### src/rtl/mod_exp_pkg.sv
// ============================================================================
// Module : mod_exp_pkg
// Brief  : Shared types, defaults and helpers for the modular-exponentiation
//          controller.
// Rev    : 1.0 - initial release
// ============================================================================
`default_nettype none

package mod_exp_pkg;

  localparam int DEF_DATA_WIDTH = 255;
  localparam int DEF_EXP_WIDTH  = 255;
  localparam logic [DEF_DATA_WIDTH-1:0] DEF_ONE_MONT =
    255'hc1258acd66282b7ccc627f7f65e27faac425bfd0001a40100000000ffffffff;

  typedef enum logic [2:0] {
    ST_IDLE      = 3'd0,
    ST_SQ_REQ    = 3'd1,
    ST_SQ_WAIT   = 3'd2,
    ST_MUL_REQ   = 3'd3,
    ST_MUL_WAIT  = 3'd4,
    ST_CONV_REQ  = 3'd5,
    ST_CONV_WAIT = 3'd6,
    ST_DONE      = 3'd7
  } state_t;

  // Counter must hold the full exponent width, not just width-1.
  function automatic int cnt_width(input int exp_width);
    return $clog2(exp_width + 1);
  endfunction

endpackage

`default_nettype wire

### src/rtl/mod_exp_ctrl_if.sv
// ============================================================================
// Module : mod_exp_ctrl_if
// Brief  : Command, result and multiplier handshake bundle of mod_exp_ctrl.
//          slave = controller view, master = surrounding system view.
// Rev    : 1.0 - initial release
// ============================================================================
`default_nettype none

interface mod_exp_ctrl_if
  import mod_exp_pkg::*;
#(
  parameter int DATA_WIDTH = DEF_DATA_WIDTH,
  parameter int EXP_WIDTH  = DEF_EXP_WIDTH
);

  logic                  cmd_valid_i;
  logic                  cmd_ready_o;
  logic [DATA_WIDTH-1:0] base_i;
  logic [EXP_WIDTH-1:0]  exp_i;
  logic                  res_valid_o;
  logic                  res_ready_i;
  logic [DATA_WIDTH-1:0] res_o;
  logic                  mm_op_valid_o;
  logic                  mm_op_ready_i;
  logic [DATA_WIDTH-1:0] mm_op1_o;
  logic [DATA_WIDTH-1:0] mm_op2_o;
  logic                  mm_res_valid_i;
  logic                  mm_res_ready_o;
  logic [DATA_WIDTH-1:0] mm_res_i;

  modport slave (
    input  cmd_valid_i, base_i, exp_i, res_ready_i,
           mm_op_ready_i, mm_res_valid_i, mm_res_i,
    output cmd_ready_o, res_valid_o, res_o,
           mm_op_valid_o, mm_op1_o, mm_op2_o, mm_res_ready_o
  );

  modport master (
    output cmd_valid_i, base_i, exp_i, res_ready_i,
           mm_op_ready_i, mm_res_valid_i, mm_res_i,
    input  cmd_ready_o, res_valid_o, res_o,
           mm_op_valid_o, mm_op1_o, mm_op2_o, mm_res_ready_o
  );

endinterface

`default_nettype wire

### src/rtl/mod_exp_ctrl.sv
// ============================================================================
// Module : mod_exp_ctrl
// Brief  : Left-to-right square-and-multiply controller driving an external
//          Montgomery multiplier, one operation in flight at a time.
//          Define MOD_EXP_FROM_MONT_EN to convert the result out of the
//          Montgomery domain with one extra multiply by 1.
// Rev    : 1.0 - initial release
// ============================================================================
`default_nettype none

module mod_exp_ctrl
  import mod_exp_pkg::*;
#(
  parameter int                    DATA_WIDTH = DEF_DATA_WIDTH,
  parameter int                    EXP_WIDTH  = DEF_EXP_WIDTH,
  parameter logic [DATA_WIDTH-1:0] ONE_MONT   = DATA_WIDTH'(DEF_ONE_MONT)
)(
  input wire            clk,
  input wire            rst_n,
  mod_exp_ctrl_if.slave bus
);

  localparam int CNT_W = cnt_width(EXP_WIDTH);
  localparam logic [CNT_W-1:0] c_cnt_init = CNT_W'(EXP_WIDTH);
`ifdef MOD_EXP_FROM_MONT_EN
  localparam logic [DATA_WIDTH-1:0] c_one = DATA_WIDTH'(1);
`endif

  state_t                r_state;
  logic [DATA_WIDTH-1:0] r_acc;
  logic [DATA_WIDTH-1:0] r_base;
  logic [EXP_WIDTH-1:0]  r_exp;
  logic [CNT_W-1:0]      r_cnt;
  logic                  r_cmd_ready;
  logic                  r_op_valid;
  logic [DATA_WIDTH-1:0] r_op1;
  logic [DATA_WIDTH-1:0] r_op2;
  logic                  r_res_ready;
  logic                  r_res_valid;

  logic w_last;
  logic w_mul;

  assign w_last = (r_cnt == CNT_W'(1));
  assign w_mul  = (r_state == ST_SQ_WAIT) && r_exp[EXP_WIDTH-1];

  // Operands are loaded on the transition into a request state, so they are
  // taken straight from the incoming result rather than from r_acc.
  always_ff @(posedge clk or negedge rst_n) begin
    if (!rst_n) begin
      r_state     <= ST_IDLE;
      r_acc       <= '0;
      r_base      <= '0;
      r_exp       <= '0;
      r_cnt       <= '0;
      r_cmd_ready <= 1'b1;
      r_op_valid  <= 1'b0;
      r_op1       <= '0;
      r_op2       <= '0;
      r_res_ready <= 1'b0;
      r_res_valid <= 1'b0;
    end else begin
      case (r_state)
        ST_IDLE: begin
          if (bus.cmd_valid_i) begin
            r_base      <= bus.base_i;
            r_exp       <= bus.exp_i;
            r_acc       <= ONE_MONT;
            r_cnt       <= c_cnt_init;
            r_cmd_ready <= 1'b0;
            r_op_valid  <= 1'b1;
            r_op1       <= ONE_MONT;
            r_op2       <= ONE_MONT;
            r_state     <= ST_SQ_REQ;
          end
        end
        ST_SQ_REQ, ST_MUL_REQ: begin
          if (bus.mm_op_ready_i) begin
            r_op_valid  <= 1'b0;
            r_op1       <= '0;
            r_op2       <= '0;
            r_res_ready <= 1'b1;
            r_state     <= (r_state == ST_SQ_REQ) ? ST_SQ_WAIT : ST_MUL_WAIT;
          end
        end
        ST_SQ_WAIT, ST_MUL_WAIT: begin
          if (bus.mm_res_valid_i) begin
            r_acc       <= bus.mm_res_i;
            r_res_ready <= 1'b0;
            if (w_mul) begin
              r_op_valid <= 1'b1;
              r_op1      <= bus.mm_res_i;
              r_op2      <= r_base;
              r_state    <= ST_MUL_REQ;
            end else begin
              r_exp <= r_exp << 1;
              r_cnt <= r_cnt - 1'b1;
              if (!w_last) begin
                r_op_valid <= 1'b1;
                r_op1      <= bus.mm_res_i;
                r_op2      <= bus.mm_res_i;
                r_state    <= ST_SQ_REQ;
              end else begin
`ifdef MOD_EXP_FROM_MONT_EN
                r_op_valid <= 1'b1;
                r_op1      <= bus.mm_res_i;
                r_op2      <= c_one;
                r_state    <= ST_CONV_REQ;
`else
                r_res_valid <= 1'b1;
                r_state     <= ST_DONE;
`endif
              end
            end
          end
        end
`ifdef MOD_EXP_FROM_MONT_EN
        ST_CONV_REQ: begin
          if (bus.mm_op_ready_i) begin
            r_op_valid  <= 1'b0;
            r_op1       <= '0;
            r_op2       <= '0;
            r_res_ready <= 1'b1;
            r_state     <= ST_CONV_WAIT;
          end
        end
        ST_CONV_WAIT: begin
          if (bus.mm_res_valid_i) begin
            r_acc       <= bus.mm_res_i;
            r_res_ready <= 1'b0;
            r_res_valid <= 1'b1;
            r_state     <= ST_DONE;
          end
        end
`endif
        ST_DONE: begin
          if (bus.res_ready_i) begin
            r_res_valid <= 1'b0;
            r_cmd_ready <= 1'b1;
            r_state     <= ST_IDLE;
          end
        end
        default: begin
          r_cmd_ready <= 1'b1;
          r_op_valid  <= 1'b0;
          r_op1       <= '0;
          r_op2       <= '0;
          r_res_ready <= 1'b0;
          r_res_valid <= 1'b0;
          r_state     <= ST_IDLE;
        end
      endcase
    end
  end

  assign bus.cmd_ready_o    = r_cmd_ready;
  assign bus.mm_op_valid_o  = r_op_valid;
  assign bus.mm_op1_o       = r_op1;
  assign bus.mm_op2_o       = r_op2;
  assign bus.mm_res_ready_o = r_res_ready;
  assign bus.res_valid_o    = r_res_valid;
  assign bus.res_o          = r_res_valid ? r_acc : '0;

endmodule

`default_nettype wire

### src/flat_wrapper.sv
// flat-port wrapper written by rule: the top's interface ports become plain ports
module mod_exp_ctrl_flat import mod_exp_pkg::*;
#(
  parameter int                    DATA_WIDTH = DEF_DATA_WIDTH,
  parameter int                    EXP_WIDTH  = DEF_EXP_WIDTH,
  parameter logic [DATA_WIDTH-1:0] ONE_MONT   = DATA_WIDTH'(DEF_ONE_MONT)
)
  (clk, rst_n, bus_cmd_valid_i, bus_base_i, bus_exp_i, bus_res_ready_i, bus_mm_op_ready_i, bus_mm_res_valid_i, bus_mm_res_i, bus_cmd_ready_o, bus_res_valid_o, bus_res_o, bus_mm_op_valid_o, bus_mm_op1_o, bus_mm_op2_o, bus_mm_res_ready_o);
  mod_exp_ctrl_if #(.DATA_WIDTH(DATA_WIDTH), .EXP_WIDTH(EXP_WIDTH)) bus_i ();
  input wire clk;
  input wire rst_n;
  input wire logic [$bits(bus_i.cmd_valid_i)-1:0] bus_cmd_valid_i;
  input wire logic [$bits(bus_i.base_i)-1:0] bus_base_i;
  input wire logic [$bits(bus_i.exp_i)-1:0] bus_exp_i;
  input wire logic [$bits(bus_i.res_ready_i)-1:0] bus_res_ready_i;
  input wire logic [$bits(bus_i.mm_op_ready_i)-1:0] bus_mm_op_ready_i;
  input wire logic [$bits(bus_i.mm_res_valid_i)-1:0] bus_mm_res_valid_i;
  input wire logic [$bits(bus_i.mm_res_i)-1:0] bus_mm_res_i;
  output wire logic [$bits(bus_i.cmd_ready_o)-1:0] bus_cmd_ready_o;
  output wire logic [$bits(bus_i.res_valid_o)-1:0] bus_res_valid_o;
  output wire logic [$bits(bus_i.res_o)-1:0] bus_res_o;
  output wire logic [$bits(bus_i.mm_op_valid_o)-1:0] bus_mm_op_valid_o;
  output wire logic [$bits(bus_i.mm_op1_o)-1:0] bus_mm_op1_o;
  output wire logic [$bits(bus_i.mm_op2_o)-1:0] bus_mm_op2_o;
  output wire logic [$bits(bus_i.mm_res_ready_o)-1:0] bus_mm_res_ready_o;
  assign bus_i.cmd_valid_i = bus_cmd_valid_i;
  assign bus_i.base_i = bus_base_i;
  assign bus_i.exp_i = bus_exp_i;
  assign bus_i.res_ready_i = bus_res_ready_i;
  assign bus_i.mm_op_ready_i = bus_mm_op_ready_i;
  assign bus_i.mm_res_valid_i = bus_mm_res_valid_i;
  assign bus_i.mm_res_i = bus_mm_res_i;
  assign bus_cmd_ready_o = bus_i.cmd_ready_o;
  assign bus_res_valid_o = bus_i.res_valid_o;
  assign bus_res_o = bus_i.res_o;
  assign bus_mm_op_valid_o = bus_i.mm_op_valid_o;
  assign bus_mm_op1_o = bus_i.mm_op1_o;
  assign bus_mm_op2_o = bus_i.mm_op2_o;
  assign bus_mm_res_ready_o = bus_i.mm_res_ready_o;
  mod_exp_ctrl #(.DATA_WIDTH(DATA_WIDTH), .EXP_WIDTH(EXP_WIDTH), .ONE_MONT(ONE_MONT)) u_core (.clk(clk), .rst_n(rst_n), .bus(bus_i));
endmodule
### config.mk
export PLATFORM = sky130hd
export DESIGN_NAME = mod_exp_ctrl_flat
export DESIGN_NICKNAME = d
export VERILOG_FILES = /design/src/rtl/mod_exp_pkg.sv /design/src/rtl/mod_exp_ctrl_if.sv /design/src/rtl/mod_exp_ctrl.sv /design/src/flat_wrapper.sv
export SDC_FILE = /design/constraint.sdc
export NUM_CORES = 2
export LEC_CHECK = 0
export ABC_AREA = 1
export ABC_CLOCK_PERIOD_IN_PS = 2630
export CAP_MARGIN = 5
export CELL_PAD_IN_SITES_DETAIL_PLACEMENT = 2
export CELL_PAD_IN_SITES_GLOBAL_PLACEMENT = 2
export CORE_AREA = 2 2 604 606
export CTS_CLUSTER_SIZE = 40
export DETAILED_ROUTE_END_ITERATION = 8
export DIE_AREA = 0 0 606 608
export PLACE_DENSITY = 0.64
export SYNTH_ARGS = -nofsm -noshare
export SYNTH_HDL_FRONTEND = slang
export SYNTH_SLANG_ARGS = --single-unit
export TNS_END_PERCENT = 30
### constraint.sdc
create_clock -name clk -period 2.63 [get_ports clk]
set_input_delay 0.526 -clock clk [delete_from_list [all_inputs] [get_ports clk]]
set_output_delay 0.526 -clock clk [all_outputs]
set_load 0.02 [all_outputs]
==> results.yml <==
yosys:
  yosysMostFrequentCell: "nand2_1"
  synthCells: 7732
  synth_top_area_share_pct: 53.8
  synth.top_cells.by_count: "nand2_1, dfrtp_1, inv_1, nand4_1, nand3_1"
  postSynth.asyncResetShare_pct: 100
  synth.area.top_cells: "dfrtp_1, nand2_1, mux2_2"
  ys_ff_latch: 1290
  ys_types: 21
  synth_area_leader_cell: "dfrtp_1"
  synth_nets: 8505
  yosysWarnings: 0
  yosys_most_used_dff: "dfrtp_1"
  synth.cell_area_um2: 60000
  synth_edf_count: 0
  avgSynthCellArea_um2: 7.76
  yosysSeqAreaShare_pct: 53.8
sta:
  final-hold-violation-count: 0
  slew_viol_final: 0
  max_slew.worst_pin.slew_ps: 1020
  whs_ps: 267
  grt_setup_unrepaired: "yes"
  fmax_mhz: 352
  clock_skew_ps: 40.7
  setup_violations: 158
  finalCritPeriodShare_pct: 108
  relSlewSlack_pct: 32.1
  worst_slack_ps: -209
  layout_min_cycle_time_ps: 2840
clock_network:
  cts_buffer_depth: 4
  cts_tree: "built"
  clk_latency_ps: 860
  h-tree-depth: 4
  clock-sinks: 1290
  cts_root_buf: "clkbuf_16"
  tritoncts.num_buffers: 173
  cts.clk_slew.worst_paths_ps: 60
die:
  die_area_um2: 368000
  pin_count: 1540
  core-area_um2: 362000
  row_count: 221
  fp.dieW_um: 606
  initial_utilization_pct: 16.6
  die_height_um: 608
setup_path:
  end_kind: "output port"
  max_stage_delay_ps: 490
  crit_type: "flip-flop to output port"
  crit_required_ps: 2100
  startpoint: "u_core.bus.res_valid_o"
  rrSetupSlack_ps: 10
  crit_top_cell: "buf_12"
  critPathSlowestCell: "dfrtp_4"
  crit_arrival_ps: 2310
  worstPathMaxFanout: 8
  crit_chain: "buf_12 > buf_16 > buf_12 > clkbuf_16 > nand2_2 > inv_2 > buf_12"
  crit_family: "buffers and inverters"
  startpoint_type: "flip-flop"
  worstReg2RegStart: "u_core.r_state[0]"
  worst-path-buf-inv: 6
routing:
  ant_nets: 0
  drt_iter0_markers: 3832
  route.detailed.drc: 0
  vias: 60600
  wire_per_inst_um: 26.2
  vias_per_cell: 4.25
  routed_wl_um: 374000
  drt_pass1_iterations: 8
grt:
  grt_usage_pct: 19.7
  grt_pass1_vias: 66300
  gr-total-overflow: 0
  grt_pass1_wl_um: 522000
  antenna_found_initial: 133
  grt_max_degree: 122
placement:
  dp_hpwl_um: 282000
  dp_slack_ps: -204
  io_buffers: 1539
  place_congestion: 0.893
final_layout:
  syn_to_final_growth_pct: 49.1
  finalCoreUtilization_pct: 24.7
  layout-drive-gt1-share_pct: 13.5
  nets: 10000
min_path:
  min_path_type: "input port to asynchronous set/reset pin"
power_and_ir_drop:
  p_leak_nw: 45.5
  power_mw: 120
  ir_drop_v: 0.000534
  powerDensity_nw_per_um2: 1340
outcome:
  status: "finished with violations"
  violations: "setup timing"
flow_run:
  drv_cap: 0
## layout make-up
class / count / area [µm²]
fillers: 41500 / 272000
flip-flops and latches: 1290 / 32300
multi-input cells: 5504 / 24300
repair buffers: 1901 / 19600
well taps: 4794 / 6000
clock buffers: 264 / 5060
inverters: 405 / 1560
clock inverters: 38 / 433
diodes: 66 / 165
## path summary, 6_finish.rpt
path                                       endpoint  depth (start not counted)
min reg2reg                 u_core.bus.mm_op1_o[46]                          2
min in group clk                  u_core.r_base[85]                          2
max in group asynchronous          u_core.r_exp[84]                          4
max reg2reg                u_core.bus.mm_op2_o[126]                          8
min                         u_core.bus.mm_op2_o[58]                          2
max                                  bus_res_o[150]                          7
## per-stage QoR
step | setup TNS [ps] | cells | instance area [µm²]
6_report | -12900 | 14300 | 89400
5_1_grt | -38840 | 14200 | 89400
4_1_cts | -80200 | 14200 | 88900
3_5_place_dp | -10570 | 13900 | 83300
3_3_place_gp | -1290 | 13900 | 83300
2_1_floorplan | 0 | 7732 | 60000
## flip-flops by register name, indices dropped and copies added, names as in the netlist
signal / flops
u_core.bus.mm_res_ready_o: 1
u_core.bus.mm_op2_o: 255
u_core.r_base: 255
u_core.bus.mm_op1_o: 255
u_core.bus.res_valid_o: 1
u_core.r_cnt: 8
u_core.bus.mm_op_valid_o: 1
u_core.r_state: 3
u_core.r_acc: 255
u_core.bus.cmd_ready_o: 1
u_core.r_exp: 255
## worst reg2reg max path, delay by kind of cell (launching register included)
kind,cells,cell delay (ps)
compound gates,1,900
buf+inv,1,170
flops,1,440
simple gates,6,1070
## repair_timing
| item | 4_1_cts | 5_1_grt |
|---|---|---|
| setup buffers | 11 | 9 |
| resized for setup | 857 | 426 |
| endpoints found under the hold margin | 43 | 0 |
| setup endpoints to repair | 847 | 1152 |
| hold buffers | 1 | 0 |
| cloned | 6 | 5 |
## power by group
group	internal (mW)	switching, mW
clock	13.7	10.2
combinational	22.1	39.3
sequential	28.9	5.82
## cells in the final DEF (no fill, tap or decap), types with 4 or more instances in the layout
cell	instances
nand2_1	4287
dfrtp_1	1288
clkdlybuf4s50_1	1275
inv_1	340
buf_4	260
nand4_1	258
mux2_2	255
nand3_1	253
o21ai_0	213
clkbuf_16	178
nor2_1	147
buf_12	135
buf_6	83
diode_2	66
inv_2	57
clkbuf_2	55
clkbuf_1	52
buf_2	45
clkbuf_8	39
nand2_4	38
nand2_2	26
clkinv_2	19
clkdlybuf4s15_2	12
buf_16	10
buf_8	9
o21ai_1	7
clkbuf_4	6
inv_6	5
bufinv_16	5
dlygate4sd2_1	5
inv_4	4
inv_8	4
## metal layers
layer	vias up	part of all wire, %	GRT usage (%)
met5	-	0.098	0
met1	31300	41	23.4
met4	58	5.4	9.80
li1	27000	-	-
met3	615	5.2	3.84
met2	1634	49	33.7
## logic make-up (layout without fill, tap and decap cells)
kind of cell	Yosys count	after routing	synth area share (%)
flip-flops	1290	1290	53.8
AO/OA/AOI/OAI	221	221	1.85
other	0	66	0
buffers and inverters	938	2608	6.39
adder cells (fa/ha/maj)	2	2	0.0417
XOR/XNOR	1	1	0.0146
multiplexers	255	255	4.79
AND/OR/NAND/NOR	5025	5025	33.1
No activity file was read; power rests on OpenSTA's default activity.
